**src/rtl/wbx_pkg.sv**
```systemverilog
// Shared Wishbone widths and helpers for the single-master decoder.
package wbx_pkg;

  localparam int WB_ADR_W = 32;
  localparam int WB_DAT_W = 32;
  localparam int WB_SEL_W = 4;

  // Owner register width: slave indices 0..n-1 plus an ERR code equal to n.
  function automatic int owner_w(input int n);
    return $clog2(n + 1);
  endfunction

  // Decode index width; a single slave still gets one address bit.
  function automatic int idx_w(input int n);
    return (n <= 1) ? 1 : $clog2(n);
  endfunction

endpackage

```
**src/rtl/wbx_pend_tracker.sv**
```systemverilog
// Outstanding-request bookkeeping: pending count, owning slave, ack watchdog
// and the one-cycle error pulse.
module wbx_pend_tracker #(
  parameter int OW       = 3,
  parameter int MAX_PEND = 4,
  parameter int TIMEOUT  = 255,
  parameter int PW       = $clog2(MAX_PEND + 1)
) (
  input  logic          clk_i,
  input  logic          rst_i,
  input  logic          cyc_i,
  input  logic          accept_i,
  input  logic          unmapped_i,
  input  logic [OW-1:0] target_i,
  input  logic          ack_i,
  output logic [PW-1:0] pend_o,
  output logic [OW-1:0] owner_o,
  output logic          err_o,
  output logic          tmo_o
);

  localparam int TW = $clog2(TIMEOUT + 1);

  logic [PW-1:0] pend_q, pend_d;
  logic [OW-1:0] owner_q, owner_d;
  logic [TW-1:0] tmr_q, tmr_d;
  logic          err_q, err_d;
  logic [TW:0]   tmr_inc;
  logic          up, dn;

  assign tmr_inc = {1'b0, tmr_q} + 1'b1;
  // The watchdog fires on the cycle whose increment would reach TIMEOUT, so
  // the err pulse lands TIMEOUT+1 cycles after the last progress.
  assign tmo_o   = cyc_i & (pend_q != '0) & ~ack_i & (tmr_inc == (TW+1)'(TIMEOUT));
  assign up      = accept_i & ~unmapped_i;
  assign dn      = ack_i;

  // Next-state: cyc abort, then watchdog, then normal accept/ack update.
  always_comb begin
    pend_d  = pend_q;
    owner_d = owner_q;
    tmr_d   = tmr_q;
    err_d   = 1'b0;
    if (!cyc_i) begin
      pend_d = '0;
      tmr_d  = '0;
    end else if (tmo_o) begin
      pend_d = '0;
      tmr_d  = '0;
      err_d  = 1'b1;
    end else begin
      if (accept_i) owner_d = target_i;
      err_d = accept_i & unmapped_i;
      if (up && !dn)      pend_d = pend_q + PW'(1);
      else if (!up && dn) pend_d = pend_q - PW'(1);
      tmr_d = ((pend_q != '0) && !ack_i) ? tmr_inc[TW-1:0] : '0;
    end
  end

  // State registers with synchronous reset.
  always_ff @(posedge clk_i) begin
    if (rst_i) begin
      pend_q  <= '0;
      owner_q <= '0;
      tmr_q   <= '0;
      err_q   <= 1'b0;
    end else begin
      pend_q  <= pend_d;
      owner_q <= owner_d;
      tmr_q   <= tmr_d;
      err_q   <= err_d;
    end
  end

  assign pend_o  = pend_q;
  assign owner_o = owner_q;
  assign err_o   = err_q;

endmodule

```
**src/rtl/wbx_1master_dec.sv**
```systemverilog
// Single-master Wishbone B4 pipelined decoder: address decode, in-order ack
// routing back from the owning slave, unmapped-address error, ack watchdog.
module wbx_1master_dec import wbx_pkg::*; #(
  parameter int          PERIPH_NUM = 4,
  parameter logic [31:0] BASE       = 32'h3000_0000,
  parameter int          WIN_BITS   = 16,
  parameter int          MAX_PEND   = 4,
  parameter int          TIMEOUT    = 255
) (
  input  logic                         wb_clk_i,
  input  logic                         wb_rst_i,
  input  logic                         wbm_cyc_o,
  input  logic                         wbm_stb_o,
  input  logic                         wbm_we_o,
  input  logic [WB_ADR_W-1:0]          wbm_adr_o,
  input  logic [WB_SEL_W-1:0]          wbm_sel_o,
  input  logic [WB_DAT_W-1:0]          wbm_dat_o,
  output logic [WB_DAT_W-1:0]          wbm_dat_i,
  output logic                         wbm_stall_i,
  output logic                         wbm_ack_i,
  output logic                         wbm_err_i,
  output logic [PERIPH_NUM-1:0]        wbs_cyc_i,
  output logic [PERIPH_NUM-1:0]        wbs_stb_i,
  output logic                         wbs_we_i,
  output logic [WB_ADR_W-1:0]          wbs_adr_i,
  output logic [WB_SEL_W-1:0]          wbs_sel_i,
  output logic [WB_DAT_W-1:0]          wbs_dat_i,
  input  logic [PERIPH_NUM*WB_DAT_W-1:0] wbs_dat_o,
  input  logic [PERIPH_NUM-1:0]        wbs_stall_o,
  input  logic [PERIPH_NUM-1:0]        wbs_ack_o
);

  localparam int            IW      = idx_w(PERIPH_NUM);
  localparam int            OW      = owner_w(PERIPH_NUM);
  localparam int            PW      = $clog2(MAX_PEND + 1);
  localparam logic [OW-1:0] OWN_ERR = OW'(PERIPH_NUM);
  localparam logic [WB_ADR_W-1:0] BASE_PG = BASE >> WIN_BITS;

  logic [WB_ADR_W-1:0] rel;
  logic                hit;
  logic [IW-1:0]       idx;
  logic [OW-1:0]       tgt;
  logic [PW-1:0]       pend, pend_eff;
  logic [OW-1:0]       owner;
  logic                err_q, tmo;
  logic                own_err, req, blocked, accept, ack_fwd;
  logic                sel_stall, own_ack;
  logic [WB_DAT_W-1:0] own_dat;

  // Window decode: page offset from BASE must fall inside the slave range.
  assign rel     = (wbm_adr_o >> WIN_BITS) - BASE_PG;
  assign hit     = rel < WB_ADR_W'(PERIPH_NUM);
  assign idx     = wbm_adr_o[WIN_BITS +: IW];
  assign tgt     = hit ? OW'(idx) : OWN_ERR;
  assign own_err = (owner == OWN_ERR);
  assign req     = wbm_cyc_o & wbm_stb_o;

  // Pick the targeted slave's stall and the owning slave's ack/data.
  always_comb begin
    sel_stall = 1'b0;
    own_ack   = 1'b0;
    own_dat   = '0;
    for (int k = 0; k < PERIPH_NUM; k++) begin
      if (hit && idx == IW'(k)) sel_stall = wbs_stall_o[k];
      if (owner == OW'(k)) begin
        own_ack = wbs_ack_o[k];
        own_dat = wbs_dat_o[k*WB_DAT_W +: WB_DAT_W];
      end
    end
  end

  assign ack_fwd = wbm_cyc_o & ~wb_rst_i & (pend != '0) & ~own_err & own_ack;

  // Blocking looks at the count after this cycle's ack retires, so a full
  // pipe or a slave switch can advance in the same cycle as the freeing ack.
  // A request arriving on the watchdog cycle is stalled rather than lost.
  assign pend_eff = pend - PW'(ack_fwd);
  assign blocked  = (pend_eff == PW'(MAX_PEND))
                  | ((pend_eff != '0) & ((tgt != owner) | own_err))
                  | err_q | tmo;

  assign wbm_stall_i = blocked | (hit & sel_stall);
  assign accept      = req & ~wbm_stall_i;
  assign wbm_ack_i   = ack_fwd;
  assign wbm_err_i   = err_q & wbm_cyc_o & ~wb_rst_i;
  assign wbm_dat_i   = own_err ? '0 : own_dat;

  // Per-slave strobe and cycle fan-out.
  for (genvar g = 0; g < PERIPH_NUM; g++) begin : g_slv
    assign wbs_stb_i[g] = req & hit & (idx == IW'(g)) & ~blocked;
    assign wbs_cyc_i[g] = wbm_cyc_o & ((hit & (idx == IW'(g)))
                                     | ((pend != '0) & (owner == OW'(g))));
  end

  assign wbs_we_i  = wbm_we_o;
  assign wbs_adr_i = wbm_adr_o;
  assign wbs_sel_i = wbm_sel_o;
  assign wbs_dat_i = wbm_dat_o;

  wbx_pend_tracker #(
    .OW       (OW),
    .MAX_PEND (MAX_PEND),
    .TIMEOUT  (TIMEOUT),
    .PW       (PW)
  ) u_trk (
    .clk_i      (wb_clk_i),
    .rst_i      (wb_rst_i),
    .cyc_i      (wbm_cyc_o),
    .accept_i   (accept),
    .unmapped_i (~hit),
    .target_i   (tgt),
    .ack_i      (ack_fwd),
    .pend_o     (pend),
    .owner_o    (owner),
    .err_o      (err_q),
    .tmo_o      (tmo)
  );

endmodule

```
**config.mk**
```make
export PLATFORM = sky130hd
export DESIGN_NAME = wbx_1master_dec
export DESIGN_NICKNAME = d
export VERILOG_FILES = /design/src/rtl/wbx_pkg.sv /design/src/rtl/wbx_pend_tracker.sv /design/src/rtl/wbx_1master_dec.sv
export SDC_FILE = /design/constraint.sdc
export NUM_CORES = 1
export LEC_CHECK = 0
export BUFFER_PORTS_ARGS = -buffer_cell sky130_fd_sc_hd__buf_2
export CAP_MARGIN = 20
export CORE_AREA = 2 2 123 125
export DETAILED_ROUTE_END_ITERATION = 10
export DIE_AREA = 0 0 125 127
export GPL_TIMING_DRIVEN = 0
export SLEW_MARGIN = 40
export SYNTH_ARGS = -nofsm -noshare
export SYNTH_HDL_FRONTEND = slang
export SYNTH_HIERARCHICAL = 1
export SYNTH_SLANG_ARGS = --single-unit
export TNS_END_PERCENT = 10
```
**constraint.sdc**
```tcl
create_clock -name wb_clk_i -period 6.9 [get_ports wb_clk_i]
set_input_delay 0.69 -clock wb_clk_i [delete_from_list [all_inputs] [get_ports wb_clk_i]]
set_output_delay 0.69 -clock wb_clk_i [all_outputs]
set_load 0.02 [all_outputs]
```
==> results of run 1 <==
==> kinds of logic after synthesis <==
family | after synthesis | synth area share
and+or+nand+nor | 113 | 0.254
adders and majority gates | 5 | 0.0248
DFF | 15 | 0.106
buffers and inverters | 90 | 0.217
AOI/OAI and AO/OA | 26 | 0.0822
xor gates and xnor gates | 9 | 0.0278
muxes | 40 | 0.288
==> per-stage QoR <==
stage / utilization / hold WS, ns / instances
after floorplan: - / 0.453 / 298
after global placement: 0.305 / 0.485 / 749
after detailed placement: 0.305 / 0.491 / 749
after CTS: 0.310 / 0.499 / 753
after global routing: 0.311 / 0.538 / 753
final: 0.311 / 0.495 / 753
==> worst paths after layout <==
path / startpoint / to / slack [ns] / depth (start not counted)
max reg2reg: u_trk/owner_o[0] / u_trk/pend_o[2] / 2.08 / 16
max: u_trk/owner_o[0] / u_trk/pend_o[2] / 2.08 / 16
min: u_trk/owner_o[2] / u_trk/owner_o[2] / 0.49 / 2
min reg2reg: u_trk/owner_o[2] / u_trk/owner_o[2] / 0.49 / 2
==> cell usage after synthesis, types with 3 or more instances <==
cell,count,area share
buf_1,4,0.0053
mux4_2,33,0.26
nor2b_1,36,0.080
nand2b_1,4,0.0088
nand2_1,17,0.023
xor2_1,5,0.015
clkbuf_1,7,0.0093
o311ai_1,4,0.012
nor2_1,14,0.019
dfxtp_1,15,0.11
mux2i_1,6,0.021
nor3b_1,5,0.013
nor3_1,6,0.011
nand3_1,6,0.011
ha_1,4,0.018
o21ai_0,3,0.0053
o21a_1,4,0.011
buf_4,69,0.18
xnor2_1,4,0.012
inv_1,6,0.0080
a32oi_1,3,0.0093
nor4_1,5,0.011
==> layout make-up <==
cell class,instances,area share
multi-input cells,193,0.429
inverters,6,0.00502
repair buffers,267,0.298
flip-flops and latches,15,0.0670
clock buffers,4,0.0176
plain buffers,84,0.133
well taps,184,0.0513
==> layout by cell type (no fill, tap or decap), types with 4 or more instances in the layout <==
cell type / n
mux2i_1: 6
ha_1: 4
nor3_1: 6
buf_2: 269
xnor2_1: 4
inv_1: 6
clkbuf_1: 8
nand2b_1: 4
o21a_1: 4
nor2_1: 14
xor2_1: 5
nand2_1: 17
dfxtp_1: 15
o311ai_1: 4
nor2b_1: 36
nand3_1: 6
nor3b_1: 5
mux4_2: 33
nor4_1: 5
buf_4: 69
==> power by group through the flow <==
stage                     sequential, uW  clock (uW)  combinational, uW
after global placement              89.8           0                207
after CTS                           88.0         117                209
after detailed placement            89.8           0                208
after floorplan                     89.6           0                118
after global routing                88.1         121                221
final                               88.1         114                206
==> metal layers <==
| layer | wire [um] | vias up | GRT usage |
|---|---|---|---|
| li1 | - | 1567 | - |
| met1 | 4250 | 1500 | 0.151 |
| met2 | 5930 | 147 | 0.241 |
| met3 | 717 | 6 | 0.0209 |
| met4 | 74 | 0 | 0.0157 |
| met5 | 0 | - | 0 |
==> worst reg2reg max path, delay by kind of cell (launching register included) <==
family,cells,cell delay [ns]
AO/OA/AOI/OAI,2,0.68
XOR/XNOR,2,0.28
adder cells (fa/ha/maj),3,0.92
buffers and inverters,2,0.44
flip-flops,1,0.43
multiplexers,1,0.60
AND/OR/NAND/NOR,6,1.34
==> flip-flops by register name, summed over array words and instances (netlist names) <==
signal / flops
u_trk/err_o: 1
u_trk/owner_o: 3
u_trk/pend_o: 3
u_trk/tmr_q: 8
==> impl_metrics.json, run 1 <==
{
  "cts-resized-gates": 0,
  "cts_tree": "built",
  "maxSlewViolCount": 0,
  "clock_path_buffers": 2,
  "fin_worst_skew_ns": 0.00473,
  "setup_ws_ns": 2.08,
  "fin_area_um2": 4480,
  "period_minus_slack_ns": 4.82,
  "start_kind": "register",
  "fillers": 1571,
  "crit_chain": "clkbuf_2, mux4_2, and4b_1, ha_1, nor2b_1, a2111oi_2, o21ai_0, nor4_1, nor2b_1, ha_1, inv_1, fa_1, xor2_1, nor2_1, xnor2_1, nor2_1",
  "status": "finished clean",
  "dp_slack_ns": 1.45,
  "synth_flop_cell": "dfxtp_1",
  "syn_nets": 512,
  "dieArea_um2": 15900,
  "hold_path.class": "reg -> reg",
  "ys_seq_area_frac": 0.106,
  "crit_family": "simple AND/OR/NAND/NOR gates",
  "relSlewSlack": 0.558,
  "cts-root-buf": "clkbuf_16",
  "setup_viol": 0,
  "powerDensity_nw_per_um2": 91.0,
  "worstSetupEndpointType": "register",
  "holdBufCountCts": 0,
  "cp_max_fo": 10,
  "max_stage_delay_ns": 0.60,
  "regArea_um2": 300,
  "avgSynthCellArea_um2": 9.50,
  "grt_pass1_vias": 3139,
  "total_power_uw": 408,
  "initial_core_util": 0.196,
  "multi_input_area_um2": 1920,
  "finalCritPeriodShare": 0.698,
  "crit_arrival_ns": 4.94,
  "max_freq_ghz": 0.208,
  "required_ns": 7.03,
  "place_congestion": 0.804,
  "synth_seq_cells": 15,
  "internal_power_uw": 270,
  "worst_pin_slew_ns": 0.663,
  "htreeDepth": 1,
  "fin_nets": 784,
  "cts.clk_slew.worst_paths_ns": 0.05,
  "synthCells": 298,
  "crit_buf_inv": 2,
  "tns_ns": 0,
  "synth-edff-count": 0,
  "yosysWarnings": 6,
  "vias_per_cell": 4.28,
  "netlist_area_um2": 2830,
  "io_pins": 321,
  "clockPowerShare": 0.279,
  "crit_type": "reg -> reg",
  "syn_to_final_growth_pct": 58.4,
  "track_usage": 0.126,
  "antenna_cells": 0,
  "swShare": 0.337,
  "routed_wirelength_um": 11000,
  "rows": 44,
  "drtIter0Drc": 140,
  "ant_nets": 0,
  "antenna_found_initial": 0,
  "die_y_um": 127,
  "dpl.hpwl_um": 9890,
  "grt_pass1_wl_um": 16200,
  "io_buffer_count": 267,
  "synthArstFlopShare": 0,
  "drc_errors": 0,
  "rsz0062_at_grt": "false",
  "yosysUniqueCellTypes": 50,
  "grt_max_degree": 11,
  "worst_ir_drop_vdd_v": 0.0000909,
  "die_w_um": 125,
  "leakagePower_uw": 0.00214,
  "numCtsBuffers": 3,
  "cap_viol_max_count": 0,
  "timing_hold_violations_final": 0,
  "crit_slowest_cell": "mux4_2",
  "vias": 3220,
  "p_comb_frac": 0.505,
  "gr-total-overflow": 0,
  "power_frac_seq": 0.216,
  "coreArea_um2": 14400,
  "switchingPower_uw": 138,
  "firstDrtPassIters": 4,
  "routedWlPerCell_um": 14.6,
  "placed_area_um2": 4400,
  "drive_gt1_frac": 0.696,
  "cts_setup_buffers": 0,
  "clkLatencyLatePin_ns": 0.25,
  "cts_sinks": 15
}
(Power assumes the default switching activity.)
==> run 2, diff against run 1 <==
Settings changed: ABC_AREA set to 1.
Clock period 6.9 ns to 5 ns, I/O delays scaled along.
==> run 2 against run 1 <==
Sequential cell count is the same. Area after synthesis shrank 2.3%. Critical endpoint unchanged. Count of clock-buffer cells in the layout is the same. Utilization shrank 0.43 points. Die area is the same.
==> impl_metrics.json, run 2 <==
{
  "worst_ir_drop_vdd_v": 0.000127,
  "max_freq_ghz": 0.232,
  "grt_pass1_wl_um": 19300,
  "place_congestion": 0.843,
  "synth_common_cells": "nand2_1, buf_4, inv_1, o21ai_0, nor2_1",
  "hold_path.class": "reg -> reg",
  "cts_setup_buffers": 0,
  "coreArea_um2": 14400,
  "maxSlewViolCount": 0,
  "start_kind": "register",
  "powerDensity_nw_per_um2": 147,
  "vias_per_cell": 4.11,
  "antenna_found_initial": 3,
  "finalCritPeriodShare": 0.863,
  "synth.most_common_cell": "nand2_1",
  "setup_viol": 0,
  "yosysTopAreaCell": "buf_4",
  "routedWlPerCell_um": 14.0,
  "rsz0062_at_grt": "false",
  "worst_pin_slew_ns": 0.558,
  "synth_flop_cell": "dfxtp_1",
  "largest_reg_flops": 8,
  "synth-edff-count": 0,
  "clock_path_buffers": 2,
  "regMostFlops": "u_trk/tmr_q",
  "setup_ws_ns": 0.684,
  "final_common_cell": "buf_2",
  "yosysTopAreaCellShare": 0.193,
  "yosysUniqueCellTypes": 29,
  "yosysWarnings": 6,
  "required_ns": 5.18,
  "cp_max_fo": 10,
  "die_w_um": 125,
  "ys_seq_area_frac": 0.109,
  "cts.clk_slew.worst_paths_ns": 0.05,
  "vias": 3826,
  "crit_type": "reg -> reg",
  "io_buffer_count": 267,
  "swShare": 0.397,
  "tns_ns": 0,
  "timing_hold_violations_final": 0,
  "r2r_start": "u_trk/owner_o[1]",
  "switchingPower_uw": 258,
  "io_pins": 321,
  "crit_start": "u_trk/owner_o[1]",
  "die_y_um": 127,
  "synthArstFlopShare": 0,
  "leakagePower_uw": 0.00258,
  "fin_nets": 960,
  "grt_max_degree": 11,
  "syn_nets": 688,
  "rows": 44,
  "total_power_uw": 648,
  "routed_wirelength_um": 13000,
  "synthCells": 474,
  "avgSynthCellArea_um2": 5.84,
  "power_frac_seq": 0.189,
  "netlist_area_um2": 2770,
  "clockPowerShare": 0.242,
  "htreeDepth": 1,
  "hp-start": "u_trk/tmr_q[0]",
  "worstSetupEndpointType": "register",
  "relSlewSlack": 0.628,
  "dpl.hpwl_um": 11300,
  "period_minus_slack_ns": 4.32,
  "p_comb_frac": 0.568,
  "fin_worst_skew_ns": 0.00142,
  "cts-root-buf": "clkbuf_16",
  "syn_to_final_growth_pct": 59.8,
  "grt_pass1_vias": 3640,
  "track_usage": 0.150,
  "crit_arrival_ns": 4.50,
  "cts-resized-gates": 0,
  "initial_core_util": 0.192,
  "ant_nets": 0,
  "synth_seq_cells": 15,
  "dp_slack_ns": 0.300,
  "numCtsBuffers": 3,
  "cts_sinks": 15,
  "dieArea_um2": 15900,
  "firstDrtPassIters": 4,
  "placedCellCount": 925,
  "clkLatencyLatePin_ns": 0.24,
  "internal_power_uw": 390,
  "stdcell_count": 931,
  "cts_tree": "built",
  "final_cell_mix": "buf_2, nand2_1, buf_4",
  "drtIter0Drc": 185,
  "status": "finished clean",
  "synth.area.top_cells": "buf_4, nand2_1, dfxtp_1",
  "hold_slack_ns": 0.464,
  "cap_viol_max_count": 0,
  "drive_gt1_frac": 0.511,
  "gr-total-overflow": 0,
  "holdBufCountCts": 0,
  "drc_errors": 0
}
-- run 2: area by class of cell --
type | instances | area, um2
fillers | 1651 | 10000
multi-input cells | 297 | 1590
repair buffers | 267 | 1340
plain buffers | 85 | 589
flip-flops and latches | 15 | 300
inverters | 77 | 289
well taps | 184 | 230
clock buffers | 4 | 78.8
diodes | 2 | 5.00
-- run 2: final timing paths --
| path | end | slack (ns) | cells past startpoint |
|---|---|---|---|
| worst max-delay path | u_trk/pend_o[2] | 0.68 | 26 |
| worst max register to register | u_trk/pend_o[2] | 0.68 | 26 |
| worst min-delay path | u_trk/tmr_q[0] | 0.46 | 1 |
| worst min register to register | u_trk/tmr_q[0] | 0.46 | 1 |
-- run 2: stage by stage --
step                      utilization  cell area, um2
after global placement          0.300            4330
after CTS                       0.306            4410
final                           0.307            4420
after global routing            0.307            4420
after detailed placement        0.300            4330
after floorplan                     -            2770
-- run 2: worst max-delay path: stages, from the launching register on --
cell	delay (ns)
dfxtp_1	0.40
inv_2	0.08
nor2_4	0.21
clkbuf_1	0.38
o21ai_0	0.19
a211oi_2	0.48
inv_1	0.18
nand2_1	0.11
nor2_1	0.05
nand2_1	0.06
nor2_2	0.05
nand2_4	0.14
inv_1	0.05
nor2_1	0.08
nand2_1	0.05
inv_1	0.07
nand3_1	0.18
nor2_1	0.21
inv_1	0.06
nor2_1	0.11
ha_1	0.15
inv_1	0.06
fa_1	0.37
a21oi_1	0.16
o21ai_0	0.12
xor2_1	0.15
nor2_1	0.10
-- run 2: cell families after synthesis --
logic type	count (synthesis)	share of synthesized area
AO/OA/AOI/OAI	114	0.240
buffers and inverters	162	0.318
AND/OR/NAND/NOR	176	0.303
XOR/XNOR	2	0.00633
adder cells (fa/ha/maj)	5	0.0253
flip-flops	15	0.109
-- run 2: power by group through the flow --
| stage | clock, uW | combinational (uW) | sequential, uW |
|---|---|---|---|
| after floorplan | 0 | 219 | 125 |
| after global placement | 0 | 370 | 125 |
| after detailed placement | 0 | 371 | 125 |
| after CTS | 160 | 372 | 123 |
| after global routing | 166 | 403 | 123 |
| final | 157 | 368 | 123 |
-- run 2: metal layers --
| metal | share of wire | routed length [um] | GRT usage |
|---|---|---|---|
| met5 | 0.0010 | 13 | 0 |
| met4 | 0.015 | 191 | 0.0255 |
| met3 | 0.064 | 829 | 0.0239 |
| met1 | 0.42 | 5410 | 0.193 |
| met2 | 0.50 | 6550 | 0.268 |
==> run 3, diff against run 2 <==
Clock period 5 ns to 4.4 ns, I/O delays scaled along.
==> run 3 against run 2 <==
Clock skew about the same. Count of clock-buffer cells in the layout unchanged. Sequential cell count is the same. Wire length grew 0.40%. Utilization increased by 0.13 points. Final cell count increased by 0.11%. Register-to-register slack got worse by 0.24 ns. Non-clock buffer count rose by 1. Critical path depth increased by 3. Largest cell class unchanged. Final area up 0.42%.
==> impl_metrics.json, run 3 (synthesized netlist as in run 2, its figures left out) <==
{
  "status": "finished clean",
  "dpl.hpwl_um": 11300,
  "finalCritPeriodShare": 0.898,
  "initial_core_util": 0.192,
  "placedCellCount": 925,
  "rows": 44,
  "crit_arrival_ns": 4.14,
  "regMostFlops": "u_trk/tmr_q",
  "io_buffer_count": 267,
  "powerDensity_nw_per_um2": 166,
  "clkLatencyLatePin_ns": 0.24,
  "cts_sinks": 15,
  "fin_nets": 961,
  "grt_pass1_vias": 3643,
  "hold_slack_ns": 0.464,
  "hold_path.class": "reg -> reg",
  "ant_nets": 0,
  "cts-root-buf": "clkbuf_16",
  "crit_top_cell": "inv_1",
  "antenna_found_initial": 3,
  "final_cell_mix": "buf_2, nand2_1, buf_4",
  "worstSetupEndpointType": "register",
  "cts_tree": "built",
  "max_stage_delay_ns": 0.37,
  "start_kind": "register",
  "period_minus_slack_ns": 3.95,
  "gr-total-overflow": 0,
  "maxSlewViolCount": 0,
  "routedWlPerCell_um": 14.0,
  "stdcell_count": 932,
  "htreeDepth": 1,
  "max_freq_ghz": 0.253,
  "final_common_cell": "buf_2",
  "grt_pass1_wl_um": 19300,
  "cp_max_fo": 10,
  "vias_per_cell": 4.13,
  "timing_hold_violations_final": 0,
  "drtIter0Drc": 165,
  "die_w_um": 125,
  "io_pins": 321,
  "crit_type": "reg -> reg",
  "crit_slowest_cell": "fa_1",
  "numCtsBuffers": 3,
  "cap_viol_max_count": 0,
  "fin_worst_skew_ns": 0.00139,
  "worst_ir_drop_vdd_v": 0.000144,
  "relSlewSlack": 0.622,
  "total_power_uw": 737,
  "required_ns": 4.59,
  "leakagePower_uw": 0.00259,
  "track_usage": 0.150,
  "coreArea_um2": 14400,
  "firstDrtPassIters": 4,
  "place_congestion": 0.843,
  "dieArea_um2": 15900,
  "clock_path_buffers": 2,
  "syn_to_final_growth_pct": 60.5,
  "cts.clk_slew.worst_paths_ns": 0.05,
  "drc_errors": 0,
  "worst_pin_slew_ns": 0.567,
  "die_y_um": 127,
  "holdBufCountCts": 0,
  "drive_gt1_frac": 0.516,
  "routed_wirelength_um": 13000,
  "grt_max_degree": 11,
  "largest_reg_flops": 8,
  "setup_viol": 0,
  "tns_ns": 0,
  "vias": 3851
}
## run 3: changes by cell type in the layout (fill, tap and decap cells not counted)
cell      change
nor2_1        -1
nand3_2       +1
clkbuf_1      -1
buf_4         +2
nand3_1       -1
nor2_2        +1
buf_2         -1
clkbuf_2      +1
## run 3: what timing repair did
action                                  4_1_cts  5_1_grt
endpoints found under the setup margin        2        3
pin swaps                                     1        2
gates cloned                                  0        0
hold endpoints to repair                      0        0
buffers inserted                              0        2
gates resized for setup                       1        4
## run 3: area by class of cell
class                      instances  area (um2)
antenna                            2        5.00
buffer                            84         586
clock buffer                       4        78.8
fill                            1654        9980
inverter                          77         289
multi-input combinational        297        1600
sequential                        15         300
tap                              184         230
timing repair buffer             269        1350
## run 3: metrics by stage
| step | worst slack [ns] | instance area [um2] | util |
|---|---|---|---|
| floorplan | 0.446 | 2770 | - |
| global placement | -0.208 | 4330 | 0.300 |
| detailed placement | -0.300 | 4330 | 0.300 |
| CTS | 0.00483 | 4420 | 0.306 |
| global route | -0.00199 | 4440 | 0.308 |
| finish | 0.448 | 4440 | 0.308 |
## run 3: final timing paths
check	from	endpoint	slack (ns)	cells past startpoint
min	u_trk/tmr_q[0]	u_trk/tmr_q[0]	0.46	1
min reg2reg	u_trk/tmr_q[0]	u_trk/tmr_q[0]	0.46	1
max	u_trk/owner_o[0]	u_trk/pend_o[2]	0.45	29
max reg2reg	u_trk/owner_o[0]	u_trk/pend_o[2]	0.45	29
## run 3: metal layers
metal	global-route usage	vias up	routed length, um
met2	0.268	152	6590
met1	0.194	1689	5480
met4	0.0255	2	191
li1	-	1996	-
met3	0.0239	12	770
met5	0	-	13
## run 3: critical path: cells and delay by family (launching register included)
family,cells,cell delay (ns)
simple gates,13,1.27
xor+xnor,1,0.15
flops,1,0.30
buf+inv,9,1.06
fa+ha+maj,2,0.52
compound gates,4,0.57
## run 3: power by group
part           switching [uW]  total [uW]  internal [uW]
clock network            55.5         178            123
logic                     236         419            183
registers                1.70         139            138
total                     293         737            444
